### src/rtl/sync_fifo_param.sv
// Parametrised single-clock FIFO with occupancy count, programmable almost flags,
// synchronous flush and a selectable registered or first-word-fall-through read port.
module sync_fifo_param #(
    parameter int DATA_WIDTH = 16,
    parameter int DEPTH      = 8,
    parameter int AF_LEVEL   = DEPTH - 1,
    parameter int AE_LEVEL   = 1,
    parameter int FWFT       = 0
) (
    input  logic                    clk,
    input  logic                    rst_n,
    input  logic                    flush,
    input  logic                    wr_en,
    input  logic [DATA_WIDTH-1:0]   data_in,
    input  logic                    rd_en,
    output logic [DATA_WIDTH-1:0]   data_out,
    output logic                    full,
    output logic                    empty,
    output logic                    almost_full,
    output logic                    almost_empty,
    output logic [$clog2(DEPTH):0]  count,
    output logic                    wr_ack,
    output logic                    overflow,
    output logic                    underflow
);

    localparam int AW = $clog2(DEPTH);
    localparam int CW = AW + 1;
    localparam logic [CW-1:0] DEPTH_CNT = CW'(DEPTH);
    localparam logic [CW-1:0] AF_CNT    = CW'(AF_LEVEL);
    localparam logic [CW-1:0] AE_CNT    = CW'(AE_LEVEL);

    generate
        if (DEPTH < 4 || (DEPTH & (DEPTH - 1)) != 0) begin : g_bad_depth
            $fatal(1, "sync_fifo_param: DEPTH must be a power of 2 and at least 4");
        end
        if (AF_LEVEL < 1 || AF_LEVEL > DEPTH) begin : g_bad_af
            $fatal(1, "sync_fifo_param: AF_LEVEL must be in 1..DEPTH");
        end
        if (AE_LEVEL < 0 || AE_LEVEL > DEPTH - 1) begin : g_bad_ae
            $fatal(1, "sync_fifo_param: AE_LEVEL must be in 0..DEPTH-1");
        end
        if (FWFT != 0 && FWFT != 1) begin : g_bad_fwft
            $fatal(1, "sync_fifo_param: FWFT must be 0 or 1");
        end
    endgenerate

    logic [DATA_WIDTH-1:0] mem [DEPTH];
    logic [AW-1:0]         wr_ptr;
    logic [AW-1:0]         rd_ptr;
    logic                  wr_accept;
    logic                  rd_accept;

    // Flush swallows any request presented in the same cycle.
    assign wr_accept = wr_en && !full  && !flush;
    assign rd_accept = rd_en && !empty && !flush;

    assign full         = (count == DEPTH_CNT);
    assign empty        = (count == '0);
    assign almost_full  = (count >= AF_CNT);
    assign almost_empty = (count <= AE_CNT);

    always_ff @(posedge clk) begin
        if (wr_accept) begin
            mem[wr_ptr] <= data_in;
        end
    end

    always_ff @(posedge clk or negedge rst_n) begin
        if (!rst_n) begin
            wr_ptr    <= '0;
            rd_ptr    <= '0;
            count     <= '0;
            wr_ack    <= 1'b0;
            overflow  <= 1'b0;
            underflow <= 1'b0;
        end else if (flush) begin
            wr_ptr    <= '0;
            rd_ptr    <= '0;
            count     <= '0;
            wr_ack    <= 1'b0;
            overflow  <= 1'b0;
            underflow <= 1'b0;
        end else begin
            wr_ack    <= wr_accept;
            overflow  <= wr_en && full;
            underflow <= rd_en && empty;
            if (wr_accept) begin
                wr_ptr <= wr_ptr + AW'(1);
            end
            if (rd_accept) begin
                rd_ptr <= rd_ptr + AW'(1);
            end
            if (wr_accept && !rd_accept) begin
                count <= count + CW'(1);
            end else if (rd_accept && !wr_accept) begin
                count <= count - CW'(1);
            end
        end
    end

    generate
        if (FWFT == 1) begin : g_fwft
            assign data_out = empty ? '0 : mem[rd_ptr];
        end else begin : g_std
            always_ff @(posedge clk or negedge rst_n) begin
                if (!rst_n) begin
                    data_out <= '0;
                end else if (flush) begin
                    data_out <= '0;
                end else if (rd_accept) begin
                    data_out <= mem[rd_ptr];
                end
            end
        end
    endgenerate

endmodule
### config.mk
export PLATFORM = sky130hd
export DESIGN_NAME = sync_fifo_param
export DESIGN_NICKNAME = d
export VERILOG_FILES = /design/src/rtl/sync_fifo_param.sv
export SDC_FILE = /design/constraint.sdc
export NUM_CORES = 1
export LEC_CHECK = 0
export BUFFER_PORTS_ARGS = -buffer_cell sky130_fd_sc_hd__buf_2
export CORE_ASPECT_RATIO = 0.75
export CORE_MARGIN = 10
export CORE_UTILIZATION = 50
export CTS_BUF_LIST = sky130_fd_sc_hd__clkbuf_4 sky130_fd_sc_hd__clkbuf_8
export CTS_CLUSTER_SIZE = 25
export DETAILED_ROUTE_END_ITERATION = 12
export GPL_TIMING_DRIVEN = 0
export PLACE_DENSITY = 0.81
export SETUP_SLACK_MARGIN = 0.15
export SYNTH_ARGS = -nofsm -noshare
export SYNTH_HDL_FRONTEND = slang
export SYNTH_SLANG_ARGS = --single-unit
### constraint.sdc
create_clock -name clk -period 3.2 [get_ports clk]
set_input_delay 0.32 -clock clk [delete_from_list [all_inputs] [get_ports clk]]
set_output_delay 0.32 -clock clk [all_outputs]
set_load 0.1 [all_outputs]
==> results of run 1 <==
## cells in the final DEF, fill, tap and decap left out, types with 2 or more instances in the layout
cell type	count
edfxtp_1	128
buf_2	53
mux4_2	32
dfrtp_1	27
nand2_1	23
mux2i_1	18
clkbuf_8	17
o21ai_0	16
nor2_1	8
ha_1	6
clkbuf_1	5
nand3_1	5
a21oi_1	5
clkinv_4	5
inv_1	4
nor3_2	4
xor2_1	4
bufinv_16	4
buf_6	4
nand2b_1	3
nor2_2	3
clkinv_1	3
buf_8	3
buf_4	2
buf_1	2
o21ai_1	2
a311oi_1	2
or3_1	2
dfrtp_2	2
## worst max-delay path, delay by kind of cell, from the launching register on
family | cells | cell delay (ps)
simple gates | 4 | 1480
flops | 1 | 420
buf+inv | 2 | 200
fa+ha+maj | 1 | 280
## final cells by class
cell class	instances	area, µm²
fillers	925	4970
flip-flops and latches	157	4570
multi-input cells	151	1570
repair buffers	53	325
clock buffers	17	234
well taps	166	208
clock inverters	15	196
plain buffers	17	81.3
inverters	5	21.3
## power groups by stage
stage          Clock [W]  Sequential [W]  Combinational (W)
2_1_floorplan          0         0.00317            0.00120
3_3_place_gp           0         0.00250            0.00225
3_5_place_dp           0         0.00252            0.00231
4_1_cts          0.00158         0.00247            0.00232
5_1_grt          0.00168         0.00250            0.00244
6_report         0.00156         0.00247            0.00229
## cell families (layout without fill, tap and decap cells)
group                    after synthesis  count (layout)  synth area share
AO/OA/AOI/OAI                         29              29            0.0287
XOR/XNOR                               5               5           0.00708
adder cells (fa/ha/maj)                6               6            0.0121
buffers and inverters                 22             107            0.0166
flip-flops                           157             157             0.739
multiplexers                          50              50             0.146
AND/OR/NAND/NOR                       61              61            0.0508
## metrics by stage
step | instances | hold slack (ps) | instance area (µm²)
detailed placement | 548 | 438 | 6760
finish | 581 | 99.8 | 7200
global route | 581 | 83.9 | 7200
global placement | 541 | 421 | 6640
CTS | 581 | 65.2 | 7200
floorplan | 330 | 24.4 | 6200
## state kept, by name, summed over array words and instances (netlist names)
register,flops
count,4
data_out,16
mem,128
overflow,1
rd_ptr,3
underflow,1
wr_ack,1
wr_ptr,3
## worst max-delay path by stage
stage,start,depth (start not counted),to
finish,count[0]$_DFFE_PN0P_,7,mem[1][7]$_DFFE_PP_
global route,count[1]$_DFFE_PN0P_,7,mem[1][2]$_DFFE_PP_
CTS,count[0]$_DFFE_PN0P_,7,mem[1][7]$_DFFE_PP_
detailed placement,count[0]$_DFFE_PN0P_,7,mem[1][5]$_DFFE_PP_
global placement,count[1]$_DFFE_PN0P_,5,mem[4][5]$_DFFE_PP_
floorplan,count[2]$_DFFE_PN0P_,3,mem[2][0]$_DFFE_PP_
## layer usage
layer | routed length (µm) | vias up | GRT usage
met3 | 905 | 20 | 0.0422
met2 | 6210 | 106 | 0.249
met4 | 172 | 4 | 0.0593
met1 | 5020 | 1626 | 0.195
met5 | 28 | - | 0
li1 | - | 1439 | -
==> results.sh, run 1 <==
export IMPL_internal_power_w=0.00386
export IMPL_clock_sinks=157
export IMPL_comb_power_share=0.362
export IMPL_final_util=0.592
export IMPL_worstMarginPinSlew_ps=985
export IMPL_layout_drive_gt1_share=0.342
export IMPL_finalWorstSetupSlack_ps=411
export IMPL_hold_path_class="primary input to register"
export IMPL_route_detailed_drc=0
export IMPL_switchingPower_w=0.00246
export IMPL_area_delta_synth_final_pct=16.5
export IMPL_hold_depth=2
export IMPL_cp_max_fo=16
export IMPL_clk_pin_slew_worst_paths_ps=90
export IMPL_hold_viol_final=0
export IMPL_cp_end_kind="register"
export IMPL_max_slew_margin_rel=0.339
export IMPL_vias=3195
export IMPL_gr_total_overflow=0
export IMPL_start_util=0.508
export IMPL_track_usage=0.154
export IMPL_holdPathEnd="count[1]$_DFFE_PN0P_"
export IMPL_max_freq_ghz=0.359
export IMPL_slowest_stage="nor3_4"
export IMPL_chipHeight_um=116
export IMPL_yosysUniqueCellTypes=38
export IMPL_synth_commonest_cells="128 x edfxtp_1, 32 x mux4_2, 29 x dfrtp_1"
export IMPL_dieArea_um2=17300
export IMPL_firstDrtPassIters=4
export IMPL_wl_per_cell_um=21.2
export IMPL_syn_nets=357
export IMPL_cts_setup_buffers=0
export IMPL_cts_buffers=17
export IMPL_synth_edf_count=128
export IMPL_path_cells="inv_1 -> ha_1 -> nand3b_4 -> or2b_1 -> inv_1 -> nand2_1 -> nor3_4"
export IMPL_status="finished, final reports clean"
export IMPL_dp_hpwl_mm=8.40
export IMPL_antenna_cells=0
export IMPL_synth_top_cell_area_share=0.622
export IMPL_synthArstFlopShare=0.185
export IMPL_synth_ff_type="edfxtp_1"
export IMPL_setup_violations=0
export IMPL_maxCapViolations=0
export IMPL_rr_startpoint="count[0]$_DFFE_PN0P_"
export IMPL_leakage_nw=2.53
export IMPL_r2r_slack_ps=410
export IMPL_ys_seq_area_frac=0.739
export IMPL_irDropWorstVdd_mv=0.687
export IMPL_boundaryPins=48
export IMPL_synth_area_um2=6180
export IMPL_slowest_delay_ps=780
export IMPL_ys_seq_elements=157
export IMPL_wl_mm=12.3
export IMPL_switching_share=0.390
export IMPL_avgViaCountPerCell=5.50
export IMPL_grt_pass1_wl_mm=19.6
export IMPL_synth_most_common_cell="edfxtp_1"
export IMPL_place_ws_ps=427
export IMPL_portBuffers=45
export IMPL_h_tree_depth=4
export IMPL_fin_nets=429
export IMPL_fin_crit_ps=2790
export IMPL_netlist_instances=330
export IMPL_drv_slew=0
export IMPL_grt_setup_unrepaired="false"
export IMPL_clkPwrFrac=0.247
export IMPL_die_x_um=148
export IMPL_hp_start="flush"
export IMPL_core_um2=12200
export IMPL_clockBufferDepth=2
export IMPL_ctsHoldBuffers=1
export IMPL_post_cts_resized=0
export IMPL_ff2ff_path_depth=7
export IMPL_drtIter0Drc=287
export IMPL_synth_area_leader_cell="edfxtp_1"
export IMPL_p_per_area_nw_per_um2=878
export IMPL_regToRegEndpoint="mem[1][7]$_DFFE_PP_"
export IMPL_grt_pass1_vias=3402
export IMPL_grt_start_max_net_pins=30
export IMPL_skew_ps=18.5
export IMPL_clk_latency_ps=440
export IMPL_yosysWarningCount=0
export IMPL_cts_tree="yes"
export IMPL_p_seq_frac=0.391
export IMPL_p_total_w=0.00632
export IMPL_avgSynthCellArea_um2=18.7
export IMPL_drtAntennaViolNets=0
export IMPL_cts_root_buf="clkbuf_8"
export IMPL_cpMostUsedCell="inv_1"
export IMPL_cp_required_ps=3260
export IMPL_setup_tns_ps=0
export IMPL_gp_congestion=0.788
export IMPL_critical_path_arrival_ps=2840
export IMPL_crit_path_start_kind="register"
export IMPL_antenna_found_initial=2
export IMPL_crit_type="register to register"
export IMPL_rows=35
export IMPL_timing_final_crit_share=0.872
export IMPL_synth_area_leaders="edfxtp_1 62%, dfrtp_1 12%, mux4_2 12%"
Power figures use the tool's default switching activity.
==> run 2: changes to the inputs <==
GPL_TIMING_DRIVEN = 1   (was 0)
==> run 2 against run 1 <==
Cell count decreased by 1.4%. Maximum frequency increased by 10%. Via count increased by 0.88%. Setup slack improved by 250 ps. Count of clock-buffer cells in the layout unchanged. Worst hold slack improved by 35 ps. Final area decreased by 0.69%. Combinational power decreased by 3%. Sequential cell count unchanged. Global-route usage decreased by 0.17 points. Sequential share of layout area increased by 0.46 points. Critical path type unchanged. Largest cell class unchanged. Highest routed layer is now met4.
==> results.sh, run 2 (synthesized netlist as in run 1, its figures left out) <==
export IMPL_max_freq_ghz=0.394
export IMPL_wl_per_cell_um=21.6
export IMPL_instances_no_fill=573
export IMPL_rows=35
export IMPL_boundaryPins=48
export IMPL_crit_type="register to register"
export IMPL_grt_setup_unrepaired="false"
export IMPL_final_common_cell="edfxtp_1"
export IMPL_max_slew_margin_rel=0.227
export IMPL_clk_pin_slew_worst_paths_ps=100
export IMPL_p_per_area_nw_per_um2=870
export IMPL_clockBufferDepth=2
export IMPL_use_met2=0.244
export IMPL_multiInputGateArea_um2=1550
export IMPL_regArea_um2=4570
export IMPL_layout_common_cells="128 x edfxtp_1, 47 x buf_2, 32 x mux4_2, 26 x dfrtp_1, 23 x nand2_1"
export IMPL_h_tree_depth=4
export IMPL_gp_congestion=0.801
export IMPL_die_x_um=148
export IMPL_area_delta_synth_final_pct=15.7
export IMPL_clock_sinks=157
export IMPL_top_usage_layer="met2"
export IMPL_drv_slew=0
export IMPL_final_util=0.588
export IMPL_skew_ps=14.0
export IMPL_hold_viol_final=0
export IMPL_timing_final_crit_share=0.792
export IMPL_route_detailed_drc=0
export IMPL_firstDrtPassIters=4
export IMPL_maxCapViolations=0
export IMPL_post_cts_resized=0
export IMPL_p_total_w=0.00622
export IMPL_met1_usage=0.199
export IMPL_cts_tree="yes"
export IMPL_chipHeight_um=116
export IMPL_cts_root_buf="clkbuf_8"
export IMPL_worstMarginPinSlew_ps=1160
export IMPL_irDropWorstVdd_mv=0.523
export IMPL_status="finished, final reports clean"
export IMPL_antenna_cells=0
export IMPL_grt_start_max_net_pins=35
export IMPL_fin_crit_ps=2540
export IMPL_cp_end_kind="register"
export IMPL_largest_register="mem"
export IMPL_clk_latency_ps=450
export IMPL_cp_max_fo=12
export IMPL_cts_setup_buffers=0
export IMPL_dp_cells=540
export IMPL_use_met3=0.0434
export IMPL_critical_path_arrival_ps=2700
export IMPL_gr_total_overflow=0
export IMPL_dieArea_um2=17300
export IMPL_antenna_found_initial=0
export IMPL_grt_pass1_vias=3435
export IMPL_reg_largest_list="mem x128, data_out x16, count x4"
export IMPL_crit_path_start_kind="register"
export IMPL_cp_required_ps=3360
export IMPL_setup_violations=0
export IMPL_drtIter0Drc=213
export IMPL_wl_mm=12.4
export IMPL_core_um2=12200
export IMPL_portBuffers=47
export IMPL_drtAntennaViolNets=0
export IMPL_cts_buffers=17
export IMPL_track_usage=0.152
export IMPL_hold_path_class="primary input to register"
export IMPL_largest_register_ffs=128
export IMPL_place_ws_ps=710
export IMPL_avgViaCountPerCell=5.62
export IMPL_layout_drive_gt1_share=0.349
export IMPL_leakage_nw=2.51
export IMPL_dp_hpwl_mm=7.80
export IMPL_timing_hold_ws_ps=134
export IMPL_fill_cells=926
export IMPL_fin_nets=421
export IMPL_grt_pass1_wl_mm=19.5
export IMPL_finalWorstSetupSlack_ps=665
export IMPL_vias=3223
export IMPL_start_util=0.508
==> run 2: cell types whose count changed in the layout (fill, tap and decap cells not counted), sizes merged <==
| cell | previous run | this run |
|---|---|---|
| buf | 64 | 61 |
| inv | 6 | 12 |
| bufinv | 4 | 1 |
| clkbuf | 22 | 17 |
| clkinvlp | 1 | 2 |
| clkinv | 9 | 5 |
==> run 2: area by class of cell <==
class                   count  area share
clock buffers              17      0.0327
repair buffers             62      0.0542
flip-flops and latches    157       0.639
multi-input cells         151       0.217
well taps                 166      0.0290
inverters                   5     0.00297
clock inverters            15      0.0248
==> run 2: metrics by stage <==
stage | setup TNS, ps | instance area [µm²]
detailed placement | 0 | 6730
floorplan | -2520 | 6200
CTS | 0 | 7150
global route | 0 | 7150
finish | 0 | 7150
global placement | 0 | 6730
==> run 2: critical path, cell delays in order (launching register included) <==
cell	delay [ps]
dfrtp_2	430
inv_1	100
ha_1	260
nand3b_4	170
or2b_1	350
inv_1	140
nand2_1	120
nor2_1	460
buf_12	210
==> run 2: what timing repair did <==
action	in CTS	in global routing
hold buffers	1	0
hold endpoints to repair	29	0
setup endpoints to repair	0	0
==> run 2: path summary, 6_finish.rpt <==
check                                               from                  endpoint  slack [ps]  cells after the start
worst max-delay path                count[1]$_DFFE_PN0P_       mem[5][8]$_DFFE_PP_         660                      8
worst min-delay path                          data_in[3]       mem[5][3]$_DFFE_PP_         130                      1
worst min register to register  data_out[15]$_DFFE_PN0P_  data_out[15]$_DFFE_PN0P_         480                      2
min in group asynchronous                          rst_n   data_out[9]$_DFFE_PN0P_         480                      2
worst max register to register      count[1]$_DFFE_PN0P_       mem[5][8]$_DFFE_PP_         660                      8
max in group asynchronous                          rst_n     rd_ptr[0]$_DFFE_PN0P_        2160                      2
==> run 2: layer usage <==
metal  up-vias  share of wire
met5         -              0
met2       104           0.49
met4         0         0.0099
li1       1422              -
met3        15          0.066
met1      1682           0.43
==> run 2: where the power goes <==
| part | switching [W] | internal, W |
|---|---|---|
| clock network | 0.000824 | 0.000658 |
| registers | 0.000162 | 0.00237 |
| logic | 0.00158 | 0.000636 |
